==> src/rtl/bicubic_channel_sched_if.sv <==
`default_nettype none
// +----------------------------------------------------------------------------+
// | Module      : bicubic_channel_sched_if                                     |
// | Description : Window input, bicubic core request/response and output beat  |
// |               signals of the channel scheduler, bundled for port reuse.    |
// | Revision    : 1.0  initial release                                         |
// +----------------------------------------------------------------------------+
interface bicubic_channel_sched_if #(
  parameter int CHANNEL_WIDTH = 8
);
  localparam int c_PX_W = 3 * CHANNEL_WIDTH;

  // Upstream window from the line buffer
  logic                         in_valid;
  logic                         in_ready;
  logic [16*c_PX_W-1:0]         in_win;
  // Request/response towards the shared bicubic core
  logic                         core_req_valid;
  logic                         core_req_ready;
  logic [16*CHANNEL_WIDTH-1:0]  core_p;
  logic                         core_rsp_valid;
  logic                         core_rsp_ready;
  logic [8*CHANNEL_WIDTH-1:0]   core_rsp_data;
  // Downstream beats to the output packer
  logic                         out_valid;
  logic                         out_ready;
  logic [8*c_PX_W-1:0]          out_data;
  logic                         out_last;

  // Scheduler side
  modport slave (
    input  in_valid, in_win, core_req_ready, core_rsp_valid, core_rsp_data, out_ready,
    output in_ready, core_req_valid, core_p, core_rsp_ready, out_valid, out_data, out_last
  );

  // Surrounding system side (line buffer, core, packer)
  modport master (
    output in_valid, in_win, core_req_ready, core_rsp_valid, core_rsp_data, out_ready,
    input  in_ready, core_req_valid, core_p, core_rsp_ready, out_valid, out_data, out_last
  );
endinterface
`default_nettype wire

==> src/rtl/bicubic_channel_sched.sv <==
`default_nettype none
// +----------------------------------------------------------------------------+
// | Module      : bicubic_channel_sched                                        |
// | Description : Shares one bicubic_upsample_2 core across the R/G/B channels |
// |               of a 4x4 window: six core steps (channel x half), then the   |
// |               4x4 upsampled RGB block leaves as two 8-pixel beats.         |
// |               Optional statistics counters: define BCCI_SCHED_STAT_EN.     |
// | Revision    : 1.0  initial release                                         |
// +----------------------------------------------------------------------------+
module bicubic_channel_sched #(
  parameter int CHANNEL_WIDTH = 8,
  parameter int CNT_WIDTH     = 32
) (
  input  logic                       clk,
  input  logic                       rst_n,
  bicubic_channel_sched_if.slave     bus,
  output logic [CNT_WIDTH-1:0]       stat_windows,
  output logic [CNT_WIDTH-1:0]       stat_stalls
);
  localparam int c_CW = CHANNEL_WIDTH;
  localparam int c_PW = 3 * CHANNEL_WIDTH;

  typedef enum logic [1:0] {
    S_IDLE = 2'd0,
    S_RUN  = 2'd1,
    S_OUT0 = 2'd2,
    S_OUT1 = 2'd3
  } state_t;

  state_t                 r_state;
  logic [16*c_PW-1:0]     r_win;
  // Result block, pixel index = row*4 + col, channel lanes as in in_win
  logic [c_PW-1:0]        r_blk [16];
  logic [1:0]             r_ch;
  logic                   r_half;
  logic                   r_in_ready;
  logic                   r_core_req_valid;
  logic                   r_core_rsp_ready;
  logic                   r_out_valid;
  logic                   r_out_last;
  logic [8*c_PW-1:0]      r_out_data;

  logic [16*c_CW-1:0]     w_core_p;
  logic [8*c_PW-1:0]      w_beat0;
  logic [8*c_PW-1:0]      w_beat1;
  logic                   w_in_hs;
  logic                   w_step;
  logic                   w_out_hs;

  assign w_in_hs  = bus.in_valid & r_in_ready;
  assign w_step   = bus.core_rsp_valid & r_core_rsp_ready;
  assign w_out_hs = r_out_valid & bus.out_ready;

  // Channel ch of every captured pixel feeds the core; R is the top lane
  for (genvar k = 0; k < 16; k++) begin : g_core_p
    assign w_core_p[k*c_CW +: c_CW] =
      (r_ch == 2'd1) ? r_win[k*c_PW + c_CW   +: c_CW] :
      (r_ch == 2'd2) ? r_win[k*c_PW          +: c_CW] :
                       r_win[k*c_PW + 2*c_CW +: c_CW];
  end

  // Beat 0 carries rows U1/U2 (pixels 0..7), beat 1 rows U3/U4 (pixels 8..15)
  for (genvar j = 0; j < 8; j++) begin : g_beat
    assign w_beat0[j*c_PW +: c_PW] = r_blk[j];
    assign w_beat1[j*c_PW +: c_PW] = r_blk[j+8];
  end

  // Window sequencing: capture, six core steps, two output beats
  always_ff @(posedge clk or negedge rst_n) begin
    if (!rst_n) begin
      r_state          <= S_IDLE;
      r_in_ready       <= 1'b1;
      r_core_req_valid <= 1'b0;
      r_core_rsp_ready <= 1'b0;
      r_out_valid      <= 1'b0;
      r_out_last       <= 1'b0;
      r_out_data       <= '0;
      r_win            <= '0;
      r_ch             <= 2'd0;
      r_half           <= 1'b0;
      for (int i = 0; i < 16; i++) r_blk[i] <= '0;
    end else begin
      case (r_state)
        S_IDLE: begin
          if (w_in_hs) begin
            r_win            <= bus.in_win;
            r_in_ready       <= 1'b0;
            r_core_req_valid <= 1'b1;
            r_core_rsp_ready <= 1'b1;
            r_state          <= S_RUN;
          end
        end
        S_RUN: begin
          if (w_step) begin
            // Half h: data1..8 land on block pixels 8h..8h+7 (rows 2h, 2h+1)
            for (int j = 0; j < 8; j++) begin
              case (r_ch)
                2'd1:    r_blk[{r_half, 3'(j)}][c_CW +: c_CW]   <= bus.core_rsp_data[j*c_CW +: c_CW];
                2'd2:    r_blk[{r_half, 3'(j)}][0 +: c_CW]      <= bus.core_rsp_data[j*c_CW +: c_CW];
                default: r_blk[{r_half, 3'(j)}][2*c_CW +: c_CW] <= bus.core_rsp_data[j*c_CW +: c_CW];
              endcase
            end
            r_half <= ~r_half;
            if (r_half) begin
              if (r_ch == 2'd2) begin
                // Rows U1/U2 of all channels are complete before the last step
                r_ch             <= 2'd0;
                r_core_req_valid <= 1'b0;
                r_core_rsp_ready <= 1'b0;
                r_out_valid      <= 1'b1;
                r_out_last       <= 1'b0;
                r_out_data       <= w_beat0;
                r_state          <= S_OUT0;
              end else begin
                r_ch <= r_ch + 2'd1;
              end
            end
          end
        end
        S_OUT0: begin
          if (w_out_hs) begin
            r_out_last <= 1'b1;
            r_out_data <= w_beat1;
            r_state    <= S_OUT1;
          end
        end
        S_OUT1: begin
          if (w_out_hs) begin
            r_out_valid <= 1'b0;
            r_out_last  <= 1'b0;
            r_in_ready  <= 1'b1;
            r_state     <= S_IDLE;
          end
        end
        default: r_state <= S_IDLE;
      endcase
    end
  end

  assign bus.in_ready       = r_in_ready;
  assign bus.core_req_valid = r_core_req_valid;
  assign bus.core_rsp_ready = r_core_rsp_ready;
  assign bus.core_p         = w_core_p;
  assign bus.out_valid      = r_out_valid;
  assign bus.out_last       = r_out_last;
  assign bus.out_data       = r_out_data;

  // Core must sit in S1 (req_ready high) for half 0 and be busy for half 1
  a_core_sync: assert property (@(posedge clk) disable iff (!rst_n)
    w_step |-> (bus.core_req_ready == ~r_half));

`ifdef BCCI_SCHED_STAT_EN
  logic [CNT_WIDTH-1:0] r_stat_windows;
  logic [CNT_WIDTH-1:0] r_stat_stalls;

  // Saturating counts of finished windows and back-pressured output cycles
  always_ff @(posedge clk or negedge rst_n) begin
    if (!rst_n) begin
      r_stat_windows <= '0;
      r_stat_stalls  <= '0;
    end else begin
      if ((r_state == S_OUT1) && w_out_hs && !(&r_stat_windows))
        r_stat_windows <= r_stat_windows + 1'b1;
      if (r_out_valid && !bus.out_ready && !(&r_stat_stalls))
        r_stat_stalls <= r_stat_stalls + 1'b1;
    end
  end

  assign stat_windows = r_stat_windows;
  assign stat_stalls  = r_stat_stalls;
`else
  assign stat_windows = '0;
  assign stat_stalls  = '0;
`endif

endmodule
`default_nettype wire

==> src/flat_wrapper.sv <==
// flat-port wrapper written by rule: the top's interface ports become plain ports
module bicubic_channel_sched_flat 
#(
  parameter int CHANNEL_WIDTH = 8,
  parameter int CNT_WIDTH     = 32
)
  (clk, rst_n, stat_windows, stat_stalls, bus_in_valid, bus_in_win, bus_core_req_ready, bus_core_rsp_valid, bus_core_rsp_data, bus_out_ready, bus_in_ready, bus_core_req_valid, bus_core_p, bus_core_rsp_ready, bus_out_valid, bus_out_data, bus_out_last);
  bicubic_channel_sched_if #(.CHANNEL_WIDTH(CHANNEL_WIDTH)) bus_i ();
  input  logic clk;
  input  logic rst_n;
  output logic [CNT_WIDTH-1:0] stat_windows;
  output logic [CNT_WIDTH-1:0] stat_stalls;
  input wire logic [$bits(bus_i.in_valid)-1:0] bus_in_valid;
  input wire logic [$bits(bus_i.in_win)-1:0] bus_in_win;
  input wire logic [$bits(bus_i.core_req_ready)-1:0] bus_core_req_ready;
  input wire logic [$bits(bus_i.core_rsp_valid)-1:0] bus_core_rsp_valid;
  input wire logic [$bits(bus_i.core_rsp_data)-1:0] bus_core_rsp_data;
  input wire logic [$bits(bus_i.out_ready)-1:0] bus_out_ready;
  output wire logic [$bits(bus_i.in_ready)-1:0] bus_in_ready;
  output wire logic [$bits(bus_i.core_req_valid)-1:0] bus_core_req_valid;
  output wire logic [$bits(bus_i.core_p)-1:0] bus_core_p;
  output wire logic [$bits(bus_i.core_rsp_ready)-1:0] bus_core_rsp_ready;
  output wire logic [$bits(bus_i.out_valid)-1:0] bus_out_valid;
  output wire logic [$bits(bus_i.out_data)-1:0] bus_out_data;
  output wire logic [$bits(bus_i.out_last)-1:0] bus_out_last;
  assign bus_i.in_valid = bus_in_valid;
  assign bus_i.in_win = bus_in_win;
  assign bus_i.core_req_ready = bus_core_req_ready;
  assign bus_i.core_rsp_valid = bus_core_rsp_valid;
  assign bus_i.core_rsp_data = bus_core_rsp_data;
  assign bus_i.out_ready = bus_out_ready;
  assign bus_in_ready = bus_i.in_ready;
  assign bus_core_req_valid = bus_i.core_req_valid;
  assign bus_core_p = bus_i.core_p;
  assign bus_core_rsp_ready = bus_i.core_rsp_ready;
  assign bus_out_valid = bus_i.out_valid;
  assign bus_out_data = bus_i.out_data;
  assign bus_out_last = bus_i.out_last;
  bicubic_channel_sched #(.CHANNEL_WIDTH(CHANNEL_WIDTH), .CNT_WIDTH(CNT_WIDTH)) u_core (.clk(clk), .rst_n(rst_n), .bus(bus_i), .stat_windows(stat_windows), .stat_stalls(stat_stalls));
endmodule
==> config.mk <==
export PLATFORM = sky130hd
export DESIGN_NAME = bicubic_channel_sched_flat
export DESIGN_NICKNAME = d
export VERILOG_FILES = /design/src/rtl/bicubic_channel_sched_if.sv /design/src/rtl/bicubic_channel_sched.sv /design/src/flat_wrapper.sv
export SDC_FILE = /design/constraint.sdc
export NUM_CORES = 2
export LEC_CHECK = 0
export CORE_MARGIN = 2
export CORE_UTILIZATION = 28
export DETAILED_ROUTE_END_ITERATION = 10
export SLEW_MARGIN = 0
export SYNTH_ARGS = -nofsm -noshare
export SYNTH_HDL_FRONTEND = slang
export SYNTH_SLANG_ARGS = --single-unit
==> constraint.sdc <==
create_clock -name clk -period 2.9 [get_ports clk]
set_input_delay 0.29 -clock clk [delete_from_list [all_inputs] [get_ports clk]]
set_output_delay 0.29 -clock clk [all_outputs]
set_load 0.02 [all_outputs]
### After elaboration in Yosys (flattened, before gate mapping)

Index checks and enable logic that the tools add are counted.

* bits of input ports: 454
* word-level logic and storage cells: 241
* register bits: 969
* output and inout port bits: 389

* magnitude comparators: 16
* add/sub/neg operators: 1
* muxes and demuxes: 153
* reductions and logical operators: 23
* equal/unequal tests: 11
* bitwise operators: 12

Operators by type and width (count)
* bitwise mux 384 bit: 24
* one-hot mux 384 bit (2 select lines): 8
* 2-to-1 mux 384 bit: 14
* demux 24 bit (select 4 bit): 24
* 2-to-1 mux 192 bit: 4
* one-hot mux 192 bit (2 select lines): 1
* 2-to-1 mux 8 bit: 40
* 2-to-1 mux 24 bit: 8
* 2-to-1 mux 16 bit: 8
* >= comparator 5 bit, second input constant: 8
* < comparator 5 x 1 -> 1 bit, second input constant: 8
* NOT 4 -> 5 bit: 8
* AND reduction 5 bit: 3
* 2-to-1 mux 2 bit: 7
* inequality test 2 x 1 -> 1 bit, second input constant: 6
* AND reduction 6 bit: 2
* 2-to-1 mux 1 bit: 10
* logical AND 1 bit: 8
* one-hot mux 2 bit (4 select lines): 1
* nonzero test 2 bit: 4
* equality test 2 bit, second input constant: 3
* one-hot mux 1 bit (2 select lines): 3
* AND reduction 3 bit: 2
* equality test 2 x 1 -> 1 bit, second input constant: 2
* other kinds (7): 10

### Depth between registers and ports, before layout

* depth in word-level cells: 35
* depth in mapped cells: 9
* gate-level depth less buffers: 5

### Least setup slack after synthesis

Ideal clock, no wire load.

* path kind: reg-to-output
* start: register u_core.r_ch[0]
* end: output bus_core_p[56]
* path buffers: 3
* data required time: 2.610 ns
* arrival: 2.016 ns
* setup slack: 0.594 ns
* cell stages (with the launch flop): 8
* cells stage by stage: dfrtp_1 inv_1 ha_1 buf_2 buf_2 buf_2 mux2i_1 o21ai_0

* longest elaborated chain between the ends: 3
* elaborated cells between the ends (all ways): 4
* classes of those cells: 2 x eq/ne; 2 x mux

RTL lines
* start, declared: line bicubic_channel_sched.sv:34 `logic [1:0] r_ch;`
* start signal, assigned: line bicubic_channel_sched.sv:115 `r_ch <= r_ch + 2'd1;`
* equality test 2 bit: line bicubic_channel_sched.sv:58 `(r_ch == 2'd2) ? r_win[k*c_PW +: c_CW] :`
* 2-to-1 mux 8 bit: line bicubic_channel_sched.sv:58
* 2-to-1 mux 8 bit *: line bicubic_channel_sched.sv:57 `(r_ch == 2'd1) ? r_win[k*c_PW + c_CW +: c_CW] :`
* end, declared: line flat_wrapper.sv:21 `output wire logic [$bits(bus_i.core_p)-1:0] bus_core_p;`

Mark *: on every way between the ends. The rest lies on a longest branch, timed or not.

### Worst setup path in the final report

* start: register u_core.r_ch[1]
* end: output bus_core_p[94]

Same word-level chain as after synthesis.

==> reports/metrics.yaml <==
fin_setup_tns_ns: 0
path_class: "flip-flop to primary output"
power_density_nw_per_um2: 498
slew_headroom: 0.428
finalHoldViolations: 0
maxSlewViolCount: 0
grt_max_degree: 98
endpoint_kind: "primary output"
die_w_um: 394
cp_slowest_cell: "dfrtp_2"
antenna_found_initial: 26
root_buffer: "clkbuf_16"
port_buffers: 777
routed_wl_mm: 137
clock_path_buffers: 3
fin_area_um2: 57700
path_cells: "ha_4, buf_4, buf_16, buf_12, mux2i_4, o21ai_1, clkbuf_2"
cts_sinks: 969
worstPathRequired_ns: 2.61
synth_top_cell_area_share: 0.570
drc_errors: 0
hpwl_mm: 93.1
seq_area_frac_synth: 0.570
grt_overflow_total: 0
drive_above_1_share: 0.294
report.power.total_mw: 28.7
yosys_warnings: 0
routed-wl-met3_mm: 9.58
worst_pin_slew_ns: 0.859
critPathMaxStageDelay_ns: 0.45
yosys.area.top_type: "dfrtp_1"
ys_seq_elements: 969
cap_viol_max_count: 0
gp_congestion: 0.815
ir_worst_vdd_mv: 0.456
rows: 143
period_share: 0.963
die_area_um2: 155000
die_h_um: 394
synth_area_leaders: "dfrtp_1 (57%), mux2_2 (18%), a22o_1 (5.4%)"
fillers: 14600
dp.cells: 5873
routed.top_layer: "met5"
wl_met1_mm: 58.0
setup_slack_ns: 0.107
leakage_nw: 26.8
vias: 29500
grt_pass1_wl_mm: 205
firstDrtPassIters: 5
fin_skew_ns: 0.0305
finalCriticalPeriod_ns: 2.79
rsz0062_at_grt: "true"
placed_cell_area_um2: 53500
ys_types: 49
clock_latency_ns: 0.73
drtAntennaViolNets: 0
core_area_um2: 151000
htreeDepth: 3
syn-instance-count: 3173
dr_wl_met2_mm: 66.6
drt_iter0_markers: 1644
grt.total_usage: 0.174
setup_viol: 0
startpoint_type: "flip-flop"
holdWs_ns: 0.0609
synth_area_um2: 42500
max_freq_ghz: 0.358
hold_path_class: "input pin to asynchronous set/reset pin"
vias_per_cell: 4.81
wl_per_cell_um: 22.4
worstPathMaxFanout: 7
cts_tree: "built"
io_pins: 843
numCtsBuffers: 109
grt_pass1_vias: 30700
syn2layout_area_growth_pct: 35.7
syn_area_per_cell_um2: 13.4
nets: 4458
place_ws_ns: 0.0921
outcome: "completed"
clk_pin_slew_worst_paths_ns: 0.07
cp.arrival_ns: 2.50
final_cells: 6125
fin_util: 0.381
start_util: 0.281
[area by class of cell]
type | instances | area (µm²) | share of cell area
Clock inverter | 38 | 418 | 0.00724
Sequential cell | 969 | 24300 | 0.420
Clock buffer | 162 | 3240 | 0.0562
Multi-Input combinational cell | 1936 | 17100 | 0.296
Antenna cell | 11 | 27.5 | 0.000477
Tap cell | 2030 | 2540 | 0.0440
Inverter | 12 | 52.6 | 0.000911
Timing Repair Buffer | 967 | 10100 | 0.175
[timing repair]
action,in CTS,in global routing
hold endpoints to repair,151,0
pin swaps,2,1
setup buffers,25,5
setup endpoints to repair,127,49
gates cloned,9,1
hold buffers,1,0
resized for setup,438,94
[worst max-delay path, delay by kind of cell, from the launching register on]
kind	cells	cell delay [ns]
AOI/OAI and AO/OA	1	0.24
buffers and inverters	4	0.66
muxes	1	0.18
DFF	1	0.45
adders and majority gates	1	0.20
[report_power, final]
group,internal (mW),switching (mW)
Sequential,13.5,0
Combinational,0.612,0.559
Clock,8.18,5.85
Total,22.3,6.41
[layout by cell type, fill, tap and decap left out, types with 6 or more instances in the layout]
master             n
dfrtp_1          965
mux2_2           680
clkdlybuf4s50_1  648
a22o_1           260
nand2_1          197
buf_4            125
o21ai_0          121
mux2i_1          118
o2bb2ai_1        116
clkbuf_16        113
mux2_1            90
buf_12            68
conb_1            64
a2bb2oi_1         55
and2_1            52
a31oi_1           52
buf_2             36
clkbuf_8          25
clkbuf_1          25
clkbuf_2          24
o21ai_1           20
clkinv_2          18
clkdlybuf4s15_2   18
nand3_1           15
buf_16            13
diode_2           11
dlygate4sd2_1     11
inv_1              9
o21ai_2            9
a32oi_1            9
clkdlybuf4s15_1    9
nor2b_1            7
mux2i_4            6
clkinvlp_4         6
[routing by layer]
layer | global-route usage | vias up
met3 | 0.0495 | 169
met2 | 0.289 | 858
met1 | 0.220 | 15200
met5 | 0 | -
met4 | 0.0482 | 10
li1 | - | 13200
[cells by family (layout without fill, tap and decap cells)]
kind of cell,Yosys count,in the layout,synth area share
xor+xnor,1,1,0.000206
fa+ha+maj,9,9,0.00265
compound gates,664,664,0.120
mux,899,899,0.234
buf+inv,331,1179,0.0404
flops,969,969,0.570
other cells,1,75,0.0000882
simple gates,299,299,0.0319
[synth_stat cells (all sizes together)]
| cell type | count |
|---|---|
| and4 | 2 |
| nor3 | 5 |
| clkinv | 1 |
| inv | 11 |
| a22oi | 4 |
| xnor2 | 1 |
| ha | 9 |
| o211ai | 1 |
| o2bb2ai | 116 |
| o21a | 1 |
| nand2 | 197 |
| a211oi | 1 |
| and2 | 52 |
| a221oi | 1 |
| a32oi | 9 |
| o32a | 1 |
| nor3b | 1 |
| dfrtp | 968 |
| nor2 | 5 |
| conb | 1 |
| dfstp | 1 |
| and3 | 3 |
| o21ai | 151 |
| mux2 | 770 |
| a21oi | 2 |
| or3 | 1 |
| nand3 | 18 |
| a221o | 2 |
| nor2b | 7 |
| a21bo | 1 |
| a31oi | 52 |
| a32o | 2 |
| a211o | 3 |
| buf | 174 |
| clkbuf | 145 |
| nand2b | 4 |
| mux2i | 129 |
| a22o | 260 |
| a21boi | 1 |
| nand4 | 4 |
| a2bb2oi | 55 |
| a311o | 1 |
[worst paths after layout]
kind	slack, ns	to	from	depth (start not counted)
worst max-delay path	0.11	bus_core_p[94]	u_core.r_ch[1]	7
worst min-delay path	0.06	u_core.r_blk[127]	rst_n	2
worst max register to register	0.21	u_core.bus.out_data[65]	u_core.r_ch[0]	9
worst min register to register	0.48	u_core.bus.out_data[124]	u_core.bus.out_data[124]	1
max in group asynchronous	1.70	u_core.bus.out_data[175]	rst_n	4
min in group clk	0.17	u_core.r_win[30]	bus_in_win[30]	2
[sequential cells by signal, indices dropped and copies added (netlist names), named ones only]
register,flops
u_core.bus.core_req_valid,1
u_core.r_half,1
u_core.r_win,384
u_core.r_state,2
u_core.r_blk,368
u_core.bus.in_ready,1
u_core.bus.out_valid,1
u_core.bus.out_data,192
u_core.bus.out_last,1
u_core.r_ch,2
(Power assumes the default switching activity.)
